## src/rtl/contador_minutos.sv

```systemverilog
// Minutes stage of the digital clock: seconds prescaler, BCD minutes,
// hour carry and a push-button set mode.
module contador_minutos #(
    parameter int SEG_POR_MIN = 60
) (
    input  logic       clk,
    input  logic       rst_n,
    input  logic       tick_seg,
    input  logic       modo_ajuste,
    input  logic       btn_inc,
    output logic [2:0] decenas,
    output logic [3:0] unidades,
    output logic [5:0] segundos,
    output logic       acarreo_hora
);

    localparam logic [5:0] SEG_MAX = 6'(SEG_POR_MIN - 1);

    typedef enum logic {
        CORRIENDO = 1'b0,
        AJUSTE    = 1'b1
    } estado_t;

    estado_t    estado_q;
    logic [2:0] decenas_q, decenas_d;
    logic [3:0] unidades_q, unidades_d;
    logic [5:0] segundos_q;
    logic       acarreo_q;
    logic       sync1_q, sync2_q, prev_q;
    logic       vuelta;
    logic       flanco;

    // Next BCD minute; out-of-range digits collapse to 0.
    always_comb begin
        unidades_d = unidades_q + 4'd1;
        decenas_d  = decenas_q;
        if (unidades_q >= 4'd9) begin
            unidades_d = 4'd0;
            decenas_d  = (decenas_q >= 3'd5) ? 3'd0 : decenas_q + 3'd1;
        end
        if (decenas_q > 3'd5) begin
            decenas_d = 3'd0;
        end
    end

    assign vuelta = (decenas_q == 3'd5) && (unidades_q == 4'd9);
    assign flanco = sync2_q && !prev_q;

    always_ff @(posedge clk or negedge rst_n) begin
        if (!rst_n) begin
            estado_q   <= CORRIENDO;
            decenas_q  <= 3'd0;
            unidades_q <= 4'd0;
            segundos_q <= 6'd0;
            acarreo_q  <= 1'b0;
            sync1_q    <= 1'b0;
            sync2_q    <= 1'b0;
            prev_q     <= 1'b0;
        end else begin
            sync1_q   <= btn_inc;
            sync2_q   <= sync1_q;
            prev_q    <= sync2_q;
            acarreo_q <= 1'b0;
            unique case (estado_q)
                CORRIENDO: begin
                    if (tick_seg) begin
                        if (segundos_q >= SEG_MAX) begin
                            segundos_q <= 6'd0;
                            decenas_q  <= decenas_d;
                            unidades_q <= unidades_d;
                            acarreo_q  <= vuelta;
                        end else begin
                            segundos_q <= segundos_q + 6'd1;
                        end
                    end
                    // Entering set mode zeroes the seconds on this edge.
                    if (modo_ajuste) begin
                        estado_q   <= AJUSTE;
                        segundos_q <= 6'd0;
                    end
                end
                AJUSTE: begin
                    segundos_q <= 6'd0;
                    if (flanco) begin
                        decenas_q  <= decenas_d;
                        unidades_q <= unidades_d;
                    end
                    if (!modo_ajuste) begin
                        estado_q <= CORRIENDO;
                    end
                end
                default: estado_q <= CORRIENDO;
            endcase
        end
    end

    assign decenas      = decenas_q;
    assign unidades     = unidades_q;
    assign segundos     = segundos_q;
    assign acarreo_hora = acarreo_q;

endmodule

```

## config.mk

```make
export PLATFORM = sky130hd
export DESIGN_NAME = contador_minutos
export DESIGN_NICKNAME = d
export VERILOG_FILES = /design/src/rtl/contador_minutos.sv
export SDC_FILE = /design/constraint.sdc
export NUM_CORES = 1
export LEC_CHECK = 0
export BUFFER_PORTS_ARGS = -buffer_cell sky130_fd_sc_hd__buf_4
export CORE_MARGIN = 5
export CORE_UTILIZATION = 59
export CTS_BUF_LIST = sky130_fd_sc_hd__clkbuf_4
export DETAILED_ROUTE_END_ITERATION = 10
export HOLD_SLACK_MARGIN = 0.1
export PLACE_DENSITY = 0.85
export SYNTH_ARGS = -nofsm -noshare
export SYNTH_HDL_FRONTEND = slang
export SYNTH_SLANG_ARGS = --single-unit
```

## constraint.sdc

```tcl
create_clock -name clk -period 2.5 [get_ports clk]
set_input_delay 0.125 -clock clk [delete_from_list [all_inputs] [get_ports clk]]
set_output_delay 0.125 -clock clk [all_outputs]
set_load 0.02 [all_outputs]
```

==> reports/results.tsv, run 1 <==
metric	value	unit
synth_top_area_share	49.25	%
hold_class	in -> reg	
rsz0062_at_grt	false	
final_antenna_net_count	0	
clk_pin_slew	100	ps
yosys.area.top_type	dfrtp_1	
fmax	0.5099	GHz
maxCapViolations	0	
yosys_warnings	0	
synth_compound_area_share	16.69	%
viasPerCell	5.682	
grt_overflow_total	0	
pin_count	19	
num_vias	750	
worst-setup-path-type	reg -> reg	
numCtsBuffers	3	
status	finished, final reports clean	
synthSimpleGateAreaFrac	18.88	%
cts_resized	0	
antenna_found_initial	0	
mappedNetlistArea	914.6	um^2
end_kind	flop	
cts_max_level	1	
io_buffers	18	
critPathRequiredTime	2710	ps
stdcell_count	132	
drc	0	
gp_congestion	0.8364	
clock_path_buffers	2	
final_hold_viol_count	0	
arrival	2170	ps
crit_path_start_kind	flop	
path_cells	ha_1 -> o2111ai_1 -> o32a_1 -> or4b_1 -> o211ai_1	
grt_usage	17.62	%
utilization	75.29	%
syn_avg_cell_area	9.835	um^2
drt_iter0_markers	19	
synth.distinct_cells	30	
timing.final.crit_share	78.45	%
routed_wl	1.867	mm
die_area	0.002437	mm^2
syn2layout_area_growth	22.57	%
p_total	0.0008609	W
worst_path_max_delay_cell	or4b_1	
insertion_delay	280	ps
grt_max_degree	19	
synth_cells	93	
synth_top_family_by_area	simple AND/OR/NAND/NOR gates	
setup_tns	0	ps
drive_above_1_share	21.55	%
syn_nets	104	
period_minus_slack	1961	ps
cts_tree	yes	
first_global_vias	746	
synth-seq-area-share	49.25	%
path_delay_family	compound AO/OA/AOI/OAI gates	
grt_pass1_wl	3.367	mm
wire_per_inst	14.14	um
synthXorXnorAreaFrac	1.915	%
start_util	61.43	%
placementRows	14	
synth_seq_cells	18	
cts_root_buf	clkbuf_4	
dp_hpwl	1.354	mm
tightest_slew	391.2	ps
synth_mux_area_share	1.231	%
cpPeakStageDelay	550	ps
antenna_cells	0	
skew	3.295	ps
place_inst	126	
setup_viol	0	
p_leak	0.5441	nW
crit_fanout	12	
yosys.area_share.adder	8.208	%
maxSlewViolCount	0	
firstDrtPassIters	4	
fillers	110	
die_x	49.37	um
clock-sinks	18	
finish.net_count	129	
core_area	0.001489	mm^2
relSlewSlack	73.89	%
die_y	49.37	um
path_buf_inv	0	
power.density	767.9	mW/mm^2
synth.area.top_cells	dfrtp_1 49%, ha_1 8.2%, nand2_1 3.7%	
worst_ir_drop_vdd	0.5942	mV
cell families (layout without fill, tap and decap cells):
logic type | after synthesis | after routing
mux | 1 | 1
buf+inv | 9 | 32
xor+xnor | 2 | 2
flops | 18 | 18
simple gates | 35 | 35
fa+ha+maj | 6 | 6
compound gates | 22 | 22
area by class of cell:
type / instances / area (um^2) / share of cell area [%]
Timing Repair Buffer: 22 / 172.7 / 15.40
Tap cell: 16 / 20.02 / 1.786
Multi-Input combinational cell: 66 / 429.2 / 38.28
Sequential cell: 18 / 450.4 / 40.18
Inverter: 7 / 26.28 / 2.344
Clock buffer: 3 / 22.52 / 2.009
power by group:
group,internal (W),leakage [nW],switching [W]
Clock,0.0000559,0.0138,0.0000816
Combinational,0.000142,0.302,0.000176
Sequential,0.000335,0.228,0.0000702
Total,0.000533,0.544,0.000328
worst reg2reg max path, delay by kind of cell (launching register included):
| family | cells | cell delay [ps] |
|---|---|---|
| and+or+nand+nor | 1 | 550 |
| DFF | 1 | 410 |
| AOI/OAI and AO/OA | 3 | 680 |
| adders and majority gates | 1 | 240 |
final timing paths:
path	start	endpoint	slack, ps	depth (start not counted)
max	segundos[0]	decenas[2]	540	5
min	tick_seg	acarreo_hora	130	3
max reg2reg	segundos[0]	decenas[2]	540	5
min reg2reg	sync1_q	sync2_q	360	0
max in group asynchronous	rst_n	segundos[0]	2080	2
min in group asynchronous	rst_n	unidades[1]	230	2
repair_timing:
action                                 in CTS  in global routing
setup buffers                               0                  0
hold buffers                                3                  0
endpoints found under the hold margin      23                  0
stage by stage:
| step | hold WS [ps] | worst slack, ps | area, um^2 |
|---|---|---|---|
| 6_report | 129.3 | 538.7 | 1121 |
| 3_3_place_gp | 2.614 | 609.0 | 1069 |
| 5_1_grt | 138.1 | 360.6 | 1121 |
| 2_1_floorplan | -170.6 | 662.1 | 914.6 |
| 3_5_place_dp | 4.442 | 565.9 | 1069 |
| 4_1_cts | 123.0 | 554.3 | 1121 |
metal layers:
layer	vias up	share of wire, %	global-route usage, %
met3	2	5.5	5.199
met4	0	0.54	5.240
li1	377	-	-
met5	-	0	0
met1	354	45	23.74
met2	17	49	27.25
synthesized netlist by cell type:
master / n
o2111ai_1: 1
nand2b_1: 2
or4b_1: 1
inv_1: 7
xnor2_1: 1
a21oi_1: 6
or3_1: 1
ha_1: 6
and3_1: 3
o211ai_1: 3
mux2_2: 1
a31oi_1: 1
nand2_1: 9
o21ai_0: 5
o32a_1: 1
xor2_1: 1
o31ai_2: 1
nor2_1: 8
nand4b_1: 1
nand3_1: 3
or2_2: 1
o31a_1: 1
clkbuf_1: 1
buf_2: 1
o2111a_1: 1
o22a_1: 1
nor3_1: 5
dfrtp_1: 18
a211o_1: 1
nor4_1: 1
cells in the final DEF (no fill, tap or decap), types with 2 or more instances in the layout:
| cell | Yosys | routed |
|---|---|---|
| clkbuf_4 | 0 | 3 |
| a21oi_1 | 6 | 6 |
| nand2b_1 | 2 | 2 |
| nand2_1 | 9 | 9 |
| and3_1 | 3 | 3 |
| inv_1 | 7 | 7 |
| dlygate4sd3_1 | 0 | 3 |
| o211ai_1 | 3 | 3 |
| nor2_1 | 8 | 8 |
| nand3_1 | 3 | 3 |
| o21ai_0 | 5 | 5 |
| nor3_1 | 5 | 5 |
| dfrtp_1 | 18 | 18 |
| buf_4 | 0 | 19 |
| ha_1 | 6 | 6 |
sequential cells by signal, indices dropped and copies added (netlist names):
register / flops
segundos: 6
unidades: 4
decenas: 3
acarreo_hora: 1
estado_q: 1
prev_q: 1
sync1_q: 1
sync2_q: 1
Power figures use the tool's default switching activity.
==> run 2: changes to the inputs <==
Settings changed: CORE_UTILIZATION 59 to 50, PLACE_DENSITY 0.85 to 0.77.
Clock period 2.5 ns to 1.7 ns, I/O delays scaled along.
==> reports/results.tsv, run 2 (synthesis gave the netlist of run 1 again) <==
metric	value	unit	change
status	finished, final reports clean		
end_kind	flop		
firstDrtPassIters	4		unchanged
maxSlewViolCount	0		unchanged
routed_wl	2.188	mm	+17%
die_y	52.77	um	+6.9%
hold_class	in -> async		
rsz0062_at_grt	true		
pin_count	19		unchanged
tightest_slew	274.6	ps	-116.6 ps
viasPerCell	5.397		-5.0%
cts_tree	yes		
final_antenna_net_count	0		unchanged
mostFrequentLayoutCells	32 x buf_4, 14 x dfrtp_1, 9 x nand2_1		
core_area	0.001727	mm^2	+16%
syn2layout_area_growth	41.18	%	
start_util	52.97	%	-8.5 points
antenna_cells	0		unchanged
fmax	0.5897	GHz	+16%
period_minus_slack	1696	ps	-265.3 ps
place_inst	146		+16%
stdcell_count	156		+18%
die_x	52.77	um	+6.9%
num_vias	842		+12%
cpPeakStageDelay	510	ps	-40 ps
arrival	1910	ps	-260 ps
skew	1.976	ps	-1.319 ps
placementRows	15		+1
numCtsBuffers	3		unchanged
clk_pin_slew	100	ps	about the same
worst_r2r_path_depth	5		unchanged
worst_path_max_delay_cell	or4b_1		
first_global_vias	893		+20%
drc	0		unchanged
grt_overflow_total	0		unchanged
grt_pass1_wl	3.774	mm	+12%
finish.net_count	143		+11%
final_area	0.001291	mm^2	+15%
cts_root_buf	clkbuf_4		
clock-sinks	18		unchanged
power.density	1090	mW/mm^2	+42%
mostFrequentLayoutCell	buf_4		
crit_fanout	3		-9
reg2reg_to	decenas[2]		
fillers	140		+27%
setup_viol	0		unchanged
clock_path_buffers	2		unchanged
insertion_delay	290	ps	about the same
largest_reg_flops	6		unchanged
rr_startpoint	segundos[0]		
worst-setup-path-type	reg -> reg		
drive_above_1_share	34.35	%	+13 points
worst_ir_drop_vdd	0.8240	mV	+39%
gp_congestion	0.8111		-3.0%
wire_per_inst	14.03	um	-0.84%
drt_iter0_markers	7		-12
crit_start	segundos[0]		
timing.final.crit_share	99.76	%	+21 points
reg2reg_slack	4	ps	-530 ps
maxCapViolations	0		unchanged
io_buffers	18		unchanged
critPathRequiredTime	1910	ps	-800 ps
path_cells	ha_4 -> o2111ai_4 -> o32a_1 -> or4b_1 -> o211ai_1		
grt_usage	18.42	%	+0.80 points
antenna_found_initial	0		unchanged
placed_area	0.001189	mm^2	+11%
p_leak	0.6115	nW	+12%
grt_max_degree	19		unchanged
dp_hpwl	1.616	mm	+19%
crit_path_start_kind	flop		
relSlewSlack	81.70	%	+7.8 points
die_area	0.002785	mm^2	+14%
cts_max_level	1		unchanged
final_hold_viol_count	0		unchanged
## run 2: cell types whose count changed in the layout (fill, tap and decap cells not counted), sizes merged
cell and delta:
buf +13, clkbuf +1, dlygate4sd3 +1
## run 2: layout make-up
cell class              count  area, um^2  share of cell area (%)
clock buffers               4       30.03                   2.326
inverters                   7       26.28                   2.035
multi-input cells          66       467.9                   36.24
flip-flops and latches     18       455.4                   35.27
well taps                  25       31.28                   2.422
repair buffers             36       280.3                   21.71
## run 2: worst max path at each step
stage	end	slack (ps)
after floorplan	decenas[2]	-10
after global placement	decenas[2]	70
after detailed placement	decenas[2]	30
after CTS	decenas[2]	-7
after global routing	decenas[2]	-90
final	decenas[2]	4
## run 2: worst max-delay path: cells and delay by family (launching register included)
kind	cells	cell delay [ps]
simple gates	1	510
flops	1	410
fa+ha+maj	1	160
compound gates	3	540
## run 2: through the flow
| step | setup TNS [ps] | util (%) | setup WS [ps] | total power [W] | hold slack [ps] |
|---|---|---|---|---|---|
| after global placement | 0 | 68.84 | 69.10 | 0.001111 | -34.02 |
| after detailed placement | 0 | 68.84 | 28.53 | 0.001137 | -31.84 |
| final | 0 | 74.78 | 4.091 | 0.001407 | 186.7 |
| after CTS | -6.951 | 73.26 | -6.951 | 0.001383 | 189.7 |
| after floorplan | -12.85 | - | -12.85 | 0.0008982 | -210.6 |
| after global routing | -90.13 | 74.78 | -90.13 | 0.001516 | 192.5 |
## run 2: where the power goes
group	switching [W]	total, W	internal (W)
Sequential	0.0000850	0.000581	0.000496
Clock	0.000132	0.000239	0.000107
Combinational	0.000317	0.000587	0.000270
Total	0.000534	0.00141	0.000873
## run 2: per-layer routing
| layer | part of all wire, % | vias up | track usage (%) |
|---|---|---|---|
| li1 | - | 412 | - |
| met1 | 42 | 408 | 20.71 |
| met2 | 52 | 18 | 33.47 |
| met3 | 3.7 | 4 | 3.419 |
| met4 | 1.5 | 0 | 7.660 |
| met5 | 0 | - | 0 |
## run 2: what timing repair did
item,CTS,global route
hold buffers,4,0
resized for setup,1,2
endpoints found under the setup margin,1,3
pin swaps,0,0
hold endpoints to repair,24,0
setup buffers,0,2
